<file path="src/rtl/pulse_transmitter_pkg.sv">
// Shared types for the pulse transmitter sequencer: FSM states, interrupt modes,
// widths and small helpers used by the sequencer datapath.
package pulse_transmitter_pkg;

    localparam int PC_W    = 7;
    localparam int DUR_W   = 8;
    localparam int NUM_SYM = 4;
    localparam int WRAP_W  = 8;

    typedef enum logic [1:0] {
        ST_IDLE = 2'd0,
        ST_LOAD = 2'd1,
        ST_RUN  = 2'd2,
        ST_DONE = 2'd3
    } state_t;

    localparam logic [1:0] INT_OFF  = 2'b00;
    localparam logic [1:0] INT_DONE = 2'b01;
    localparam logic [1:0] INT_WRAP = 2'b10;
    localparam logic [1:0] INT_BOTH = 2'b11;

    // Symbol code selects one byte-wide duration out of the packed table.
    function automatic logic [DUR_W-1:0] dur_lookup(
        input logic [NUM_SYM*DUR_W-1:0] tbl,
        input logic [1:0]               sym
    );
        return tbl[int'(sym)*DUR_W +: DUR_W];
    endfunction

    function automatic logic [WRAP_W-1:0] sat_inc(input logic [WRAP_W-1:0] v);
        return (v == {WRAP_W{1'b1}}) ? v : v + 1'b1;
    endfunction

endpackage

</file>
<file path="src/rtl/pulse_transmitter_rising_edge_detector.sv">
// Registered rising-edge detector: rise pulses one cycle after sig is first seen high.
// History only advances while en is high, so edges seen while disabled are dropped.
module pulse_transmitter_rising_edge_detector (
    input  logic clk,
    input  logic rst_n,
    input  logic en,
    input  logic sig,
    output logic rise
);

    logic hist;

    always_ff @(posedge clk) begin
        if (!rst_n) begin
            hist <= 1'b0;
            rise <= 1'b0;
        end else if (en) begin
            hist <= sig;
            rise <= sig & ~hist;
        end else begin
            rise <= 1'b0;
        end
    end

endmodule

</file>
<file path="src/rtl/pulse_transmitter_sequencer.sv">
// Walks a symbol program, triggering an external timer per symbol and driving the pulse level.
// Start edge to LOAD is two edges; one LOAD cycle separates each timer expiry from the next trigger.
module pulse_transmitter_sequencer
    import pulse_transmitter_pkg::*;
(
    input  logic                       clk,
    input  logic                       rst_n,
    input  logic                       cfg_start,
    input  logic                       cfg_loop,
    input  logic [1:0]                 cfg_int_mode,
    input  logic [PC_W-1:0]            cfg_prog_start,
    input  logic [PC_W-1:0]            cfg_prog_end,
    input  logic [NUM_SYM*DUR_W-1:0]   cfg_dur_table,
    output logic [PC_W-1:0]            sym_addr,
    input  logic [1:0]                 sym_data,
    output logic                       tim_trig,
    output logic [DUR_W-1:0]           tim_duration,
    input  logic                       tim_done,
    output logic                       level_out,
    output logic                       busy,
    output logic                       done_pulse,
    output logic [WRAP_W-1:0]          wrap_count,
    output logic                       irq,
    input  logic                       irq_clr
);

    state_t          state;
    logic [PC_W-1:0] pc;
    logic            start_en;
    logic            start_rise;
    logic            at_end;
    logic            wrap_evt;
    logic            comp_evt;
    logic            irq_set;

    assign start_en = (state == ST_IDLE);

    pulse_transmitter_rising_edge_detector u_start_edge (
        .clk   (clk),
        .rst_n (rst_n),
        .en    (start_en),
        .sig   (cfg_start),
        .rise  (start_rise)
    );

    assign sym_addr     = pc;
    assign busy         = (state != ST_IDLE);
    assign tim_trig     = rst_n && (state == ST_LOAD);
    assign tim_duration = tim_trig ? dur_lookup(cfg_dur_table, sym_data) : '0;
    assign at_end       = (pc == cfg_prog_end);

    // Events are suppressed when the program is being aborted in the same cycle.
    assign comp_evt   = rst_n && cfg_start && (state == ST_DONE);
    assign wrap_evt   = rst_n && cfg_start && (state == ST_RUN) && tim_done && at_end && cfg_loop;
    assign done_pulse = comp_evt;

    always_comb begin
        irq_set = 1'b0;
        case (cfg_int_mode)
            INT_OFF:  irq_set = 1'b0;
            INT_DONE: irq_set = comp_evt;
            INT_WRAP: irq_set = wrap_evt;
            INT_BOTH: irq_set = comp_evt | wrap_evt;
            default:  irq_set = 1'b0;
        endcase
    end

    always_ff @(posedge clk) begin
        if (!rst_n) begin
            state      <= ST_IDLE;
            pc         <= '0;
            level_out  <= 1'b0;
            wrap_count <= '0;
            irq        <= 1'b0;
        end else begin
            if (irq_set) begin
                irq <= 1'b1;
            end else if (irq_clr) begin
                irq <= 1'b0;
            end

            if (!cfg_start) begin
                state     <= ST_IDLE;
                level_out <= 1'b0;
            end else begin
                case (state)
                    ST_IDLE: begin
                        if (start_rise) begin
                            pc         <= cfg_prog_start;
                            wrap_count <= '0;
                            state      <= ST_LOAD;
                        end
                    end
                    ST_LOAD: begin
                        level_out <= sym_data[1];
                        state     <= ST_RUN;
                    end
                    ST_RUN: begin
                        if (tim_done) begin
                            if (!at_end) begin
                                pc    <= pc + 1'b1;
                                state <= ST_LOAD;
                            end else if (cfg_loop) begin
                                pc         <= cfg_prog_start;
                                wrap_count <= sat_inc(wrap_count);
                                state      <= ST_LOAD;
                            end else begin
                                state <= ST_DONE;
                            end
                        end
                    end
                    ST_DONE: begin
                        level_out <= 1'b0;
                        state     <= ST_IDLE;
                    end
                    default: state <= ST_IDLE;
                endcase
            end
        end
    end

endmodule

</file>
<file path="config.mk">
export PLATFORM = sky130hd
export DESIGN_NAME = pulse_transmitter_sequencer
export DESIGN_NICKNAME = d
export VERILOG_FILES = /design/src/rtl/pulse_transmitter_pkg.sv /design/src/rtl/pulse_transmitter_rising_edge_detector.sv /design/src/rtl/pulse_transmitter_sequencer.sv
export SDC_FILE = /design/constraint.sdc
export NUM_CORES = 1
export LEC_CHECK = 0
export ABC_AREA = 1
export BUFFER_PORTS_ARGS = -buffer_cell sky130_fd_sc_hd__buf_4
export CAP_MARGIN = 20
export CORE_MARGIN = 3
export CORE_UTILIZATION = 50
export DETAILED_ROUTE_END_ITERATION = 10
export GPL_ROUTABILITY_DRIVEN = 0
export PLACE_DENSITY = 0.86
export SYNTH_ARGS = -nofsm -noshare
export SYNTH_HDL_FRONTEND = slang
export SYNTH_SLANG_ARGS = --single-unit
</file>
<file path="constraint.sdc">
create_clock -name clk -period 2.25 [get_ports clk]
set_input_delay 0.1125 -clock clk [delete_from_list [all_inputs] [get_ports clk]]
set_output_delay 0.1125 -clock clk [all_outputs]
set_load 0.1 [all_outputs]
</file>
### Yosys cells after proc, flatten, opt, wreduce, memory -nomap -nowiden

Cells that the tools add are included.

* flip-flop bits (word level): 21
* word-level logic and storage cells: 66

* bitwise gates (word level): 3
* eq/ne operators: 14
* multiplexer cells: 21
* shifts and indexed selects: 1
* reductions and logical operators: 18
* $add $sub $neg: 2

Operators by type and width (number)
* $mux 8: 6
* $shiftx 32x6->8: 1
* $mux 7: 4
* $pmux 8 s2: 1
* $pmux 7 s2: 1
* $add 8x1->8 const B: 1
* $eq 2x2->1 const B: 4
* $eq 8x8->1 const B: 1
* $mux 2: 4
* $ne 2x2->1 const B: 4
* $pmux 2 s4: 1
* $reduce_bool 2->1: 4
* $add 7x1->7 const B: 1
* $eq 7x7->1: 1
* $logic_and 1x1->1: 7
* $reduce_and 7->1: 1
* $reduce_and 2->1: 3
* $reduce_and 5->1: 1
* $eq 2x1->1 const B: 2
* $logic_not 2->1: 2
* $pmux 1 s4: 1
* $ne 3x3->1 const B: 1
* $mux 1: 2
* $ne 2x1->1 const B: 1
* other kinds (4): 4

### Longest topological paths before layout

* depth in word-level cells: 8
* depth in mapped cells: 11

### Cells and area by module

A second synthesis with hierarchy kept.

* cells, all modules: 281
* area, all modules: 1671.6 um2

Modules (own cells, without submodules)
* pulse_transmitter_sequencer: sequential area each 380.4 um2, area an instance 1595.3 um2, times used 1, cells each 273
* pulse_transmitter_rising_edge_detector: sequential area each 40.0 um2, area an instance 76.3 um2, times used 1, cells each 8

### Worst setup path after synthesis

Ideal clock, no wire load.

* kind: register -> output
* start: register state[0]
* end: output port tim_duration[0]
* arrival: 4820 ps
* buffers on the path: 0
* cell stages (with the launch flop): 5
* required time: 2138 ps
* path slack: -2682 ps
* cell sequence: dfxtp_1 -> inv_1 -> nor3_1 -> inv_1 -> a21oi_1

* cells in the longest elaborated chain, start to end: 3

RTL lines
* from (decl): RTL line pulse_transmitter_sequencer.sv:27 `state_t state;`
* from (signal assigned): RTL line pulse_transmitter_sequencer.sv:70 `state <= ST_IDLE;`
* from (signal assigned): RTL line pulse_transmitter_sequencer.sv:83 `state <= ST_IDLE;`
* from (signal assigned): RTL line pulse_transmitter_sequencer.sv:91 `state <= ST_LOAD;`
* $eq 2x1->1: RTL line pulse_transmitter_sequencer.sv:48 `assign tim_trig = rst_n && (state == ST_LOAD);`
* $logic_and 1x1->1: RTL line pulse_transmitter_sequencer.sv:48
* via tim_trig: RTL line pulse_transmitter_sequencer.sv:16 `output logic tim_trig,`
* $mux 8: RTL line pulse_transmitter_sequencer.sv:49 `assign tim_duration = tim_trig ? dur_lookup(cfg_dur_table, sym_data) : '0;`
* to (decl): RTL line pulse_transmitter_sequencer.sv:17 `output logic [DUR_W-1:0] tim_duration,`

The timed path passes the listed nets, and every way through them passes these cells.

### Worst setup path in the final report

* start: register state[0]
* end: output port tim_duration[3]

* cells in the longest elaborated chain, start to end: 3

RTL lines (RTL line)
* $eq 2x1->1: pulse_transmitter_sequencer.sv:48
* $logic_and 1x1->1: pulse_transmitter_sequencer.sv:48
* $mux 8: pulse_transmitter_sequencer.sv:49

No other way between the ends.

==> metrics.md <==
| Metric | Value |
|---|---|
| Outcome | finished clean |
| Synth area leader | dfxtp_1 |
| Worst-Margin Slew | 434 ps |
| Syn Std Cell Area | 1680 µm² |
| Final core occ | 0.792 |
| DR DRC count | 0 |
| Synth Flop Type | dfxtp_1 |
| Syn_area_per_cell | 5.99 µm² |
| Detailed placement HPWL | 4210 µm |
| DR vias | 2104 |
| Total track usage | 0.258 |
| Max Clk Rate | 0.497 GHz |
| PD cells | 377 nW/µm² |
| Num CTS Buffers | 3 |
| Hold Buf Count CTS | 0 |
| Nets | 422 |
| Async set-reset flop share out of synthesis | 0 |
| #FFs+latches synth | 21 |
| Sequential-to-total area share from yosys stat | 0.250 |
| Clock transition at path regs | 130 ps |
| Layout area overhead | 47.1% |
| CTS H-Tree Depth | 1 |
| Buffers and inverters on the worst path | 3 |
| # setup viols final | 0 |
| Vias in the first global route | 1940 |
| Root Driver | clkbuf_4 |
| Fin. max-slew vios | 0 |
| GRT overflow | 0 |
| Startpoint types | flop |
| CTS tree | built |
| Post-CTS sizing | 0 |
| Synth warn | 0 |
| Most frequent cell after synthesis | nand2_1 |
| Final TNS setup | 0 ps |
| R2R Path Start | sym_addr[2] |
| Design Power | 933 µW |
| Pin count of the biggest net entering global routing | 18 |
| Antenna violations before repair | 0 |
| CP required | 2140 ps |
| Final Skew | 8.72 ps |
| Num ports | 84 |
| Average wire per standard cell | 12.9 µm |
| R2r worst-path depth | 6 |
| Worst path depth | 5 |
| Post-synth top area share | 0.250 |
| Net count after synthesis | 339 |
| Critical Path Sink Type | output pin |
| Die W | 64.0 µm |
| Vias/cell | 5.17 |
| Fin crit share | 0.894 |
| Layout cell share with drive strength beyond 1 | 0.347 |
| Die Height | 64.0 µm |
| CP delay by family, top | buffers and inverters |
| Critical path destination | tim_duration[3] |
| Core Rows | 20 |
| Pleak | 0.00113 µW |
| Max-cap violations | 0 |
| Top cells by count, synth | nand2_1 (62), nor2_1 (53), inv_1 (29) |
| Crit-path cells | inv_4 -> nor3_4 -> clkinvlp_4 -> a21oi_4 -> buf_4 |
| First element of the critical path | state[0] |
| Yosys cell types | 31 |
| Area of the multi-input gates | 1190 µm² |
| Hold Path Class | input port to flop |
| Clk_lat worst skew | 310 ps |
| Final ANT Viol Nets | 0 |
| N_diodes | 0 |
| Reg2Reg Setup Slack | 570 ps |
| Tmin final | 2010 ps |
| Fillers | 259 |
| Final Hold Violating Endpoints | 0 |
| Critical R2R Capture | wrap_count[0] |
| DRT Wirelength | 5250 µm |
| Number of DRC markers in iteration 0 | 116 |
| CP max stage delay | 430 ps |
| # clock sinks | 21 |
| First-pass GRT wire length | 8550 µm |
| Final Non-Filler Cells | 407 |
| Max VDD drop | 0.327 mV |
| Area after DPL | 2450 µm² |
| Setup bufs post-CTS | 0 |
| Crit path kind | flop to output pin |
| DIE AREA | 4100 µm² |
| Slowest CP cell | dfxtp_4 |
| Initial Util | 0.538 |
| Number of buffers added on ports | 83 |
| Register area | 427 µm² |
| Core region area | 3130 µm² |
| Post-synth EDFFs | 0 |
| Synthesized instance count | 281 |
| Final Cell Area | 2480 µm² |
| Longest Clk Path Bufs | 2 |
| RSZ-0062 raised after global routing | no |
| Area contributors post-synth | dfxtp_1 (25%), nand2_1 (14%), nor2_1 (12%), a21oi_1 (7.1%), nand3_1 (6.8%) |
| CP max FO | 8 |
| Drt pass-1 iters | 5 |
| Slew headroom | 0.709 |
| Crit path DAT | 1900 ps |
| Placed Cells | 403 |
==> metal layers <==
| layer | vias to the layer above | part of all wire | track usage |
|---|---|---|---|
| met4 | 0 | 0.014 | 0.0782 |
| met2 | 81 | 0.50 | 0.468 |
| li1 | 1070 | - | - |
| met3 | 10 | 0.072 | 0.0404 |
| met5 | - | 0 | 0 |
| met1 | 943 | 0.41 | 0.308 |
==> through the flow <==
step / setup WS, ps / hold slack [ps]
2_1_floorplan: -451 / 233
3_3_place_gp: 602 / 410
3_5_place_dp: 599 / 396
4_1_cts: 221 / 74.5
5_1_grt: 173 / 80.1
6_report: 239 / 74.6
==> placed cells by master (no fill, tap or decap), drive strengths merged <==
cell type / netlist / final
nand4: 3 / 3
xnor2: 1 / 1
o32ai: 1 / 1
a22oi: 1 / 1
nand3: 25 / 25
nand3b: 1 / 1
buf: 1 / 84
nor2b: 1 / 1
clkbuf: 4 / 3
clkinvlp: 0 / 1
nand2: 67 / 67
inv: 36 / 35
nor2: 60 / 60
dfxtp: 21 / 21
clkinv: 0 / 1
nor3: 5 / 5
ha: 2 / 2
o21bai: 1 / 1
o21ai: 21 / 21
a21oi: 25 / 25
xor2: 4 / 4
==> worst min-delay path by stage <==
stage,startpoint,to,slack [ps],cells past startpoint
4_1_cts,cfg_int_mode[0],irq,70,3
6_report,rst_n,sym_addr[3],70,3
5_1_grt,rst_n,sym_addr[2],80,3
3_5_place_dp,cfg_int_mode[0],irq,400,3
3_3_place_gp,cfg_int_mode[0],irq,410,3
2_1_floorplan,rst_n,sym_addr[2],230,2
==> area by class of cell <==
class | count | area share
repair buffers | 84 | 0.255
flip-flops and latches | 21 | 0.172
clock buffers | 3 | 0.00909
clock inverters | 1 | 0.00202
well taps | 44 | 0.0222
inverters | 36 | 0.0581
multi-input cells | 218 | 0.482
==> tightest hold or removal path: cells and delay by family <==
family / cells / cell delay (ps)
buf+inv: 1 / 150
simple gates: 2 / 100
==> cell families (layout without fill, tap and decap cells) <==
| kind of cell | Yosys count | in the layout | share of synthesized area |
|---|---|---|---|
| flops | 21 | 21 | 0.250 |
| compound gates | 49 | 49 | 0.164 |
| fa+ha+maj | 2 | 2 | 0.0149 |
| simple gates | 162 | 162 | 0.441 |
| xor+xnor | 5 | 5 | 0.0260 |
| buf+inv | 42 | 124 | 0.105 |
==> registers in the layout, summed over array words and instances (netlist names) <==
| register | cells |
|---|---|
| irq | 1 |
| level_out | 1 |
| state | 2 |
| sym_addr | 7 |
| u_start_edge.hist | 1 |
| u_start_edge.rise | 1 |
| wrap_count | 8 |
==> where the power goes <==
| part | internal, µW | total [µW] | switching [µW] |
|---|---|---|---|
| registers | 384 | 401 | 16.5 |
| clock network | 66.4 | 190 | 124 |
| logic | 124 | 342 | 218 |
| total | 574 | 933 | 359 |
Note: power is estimated with default switching activity, not from simulation.
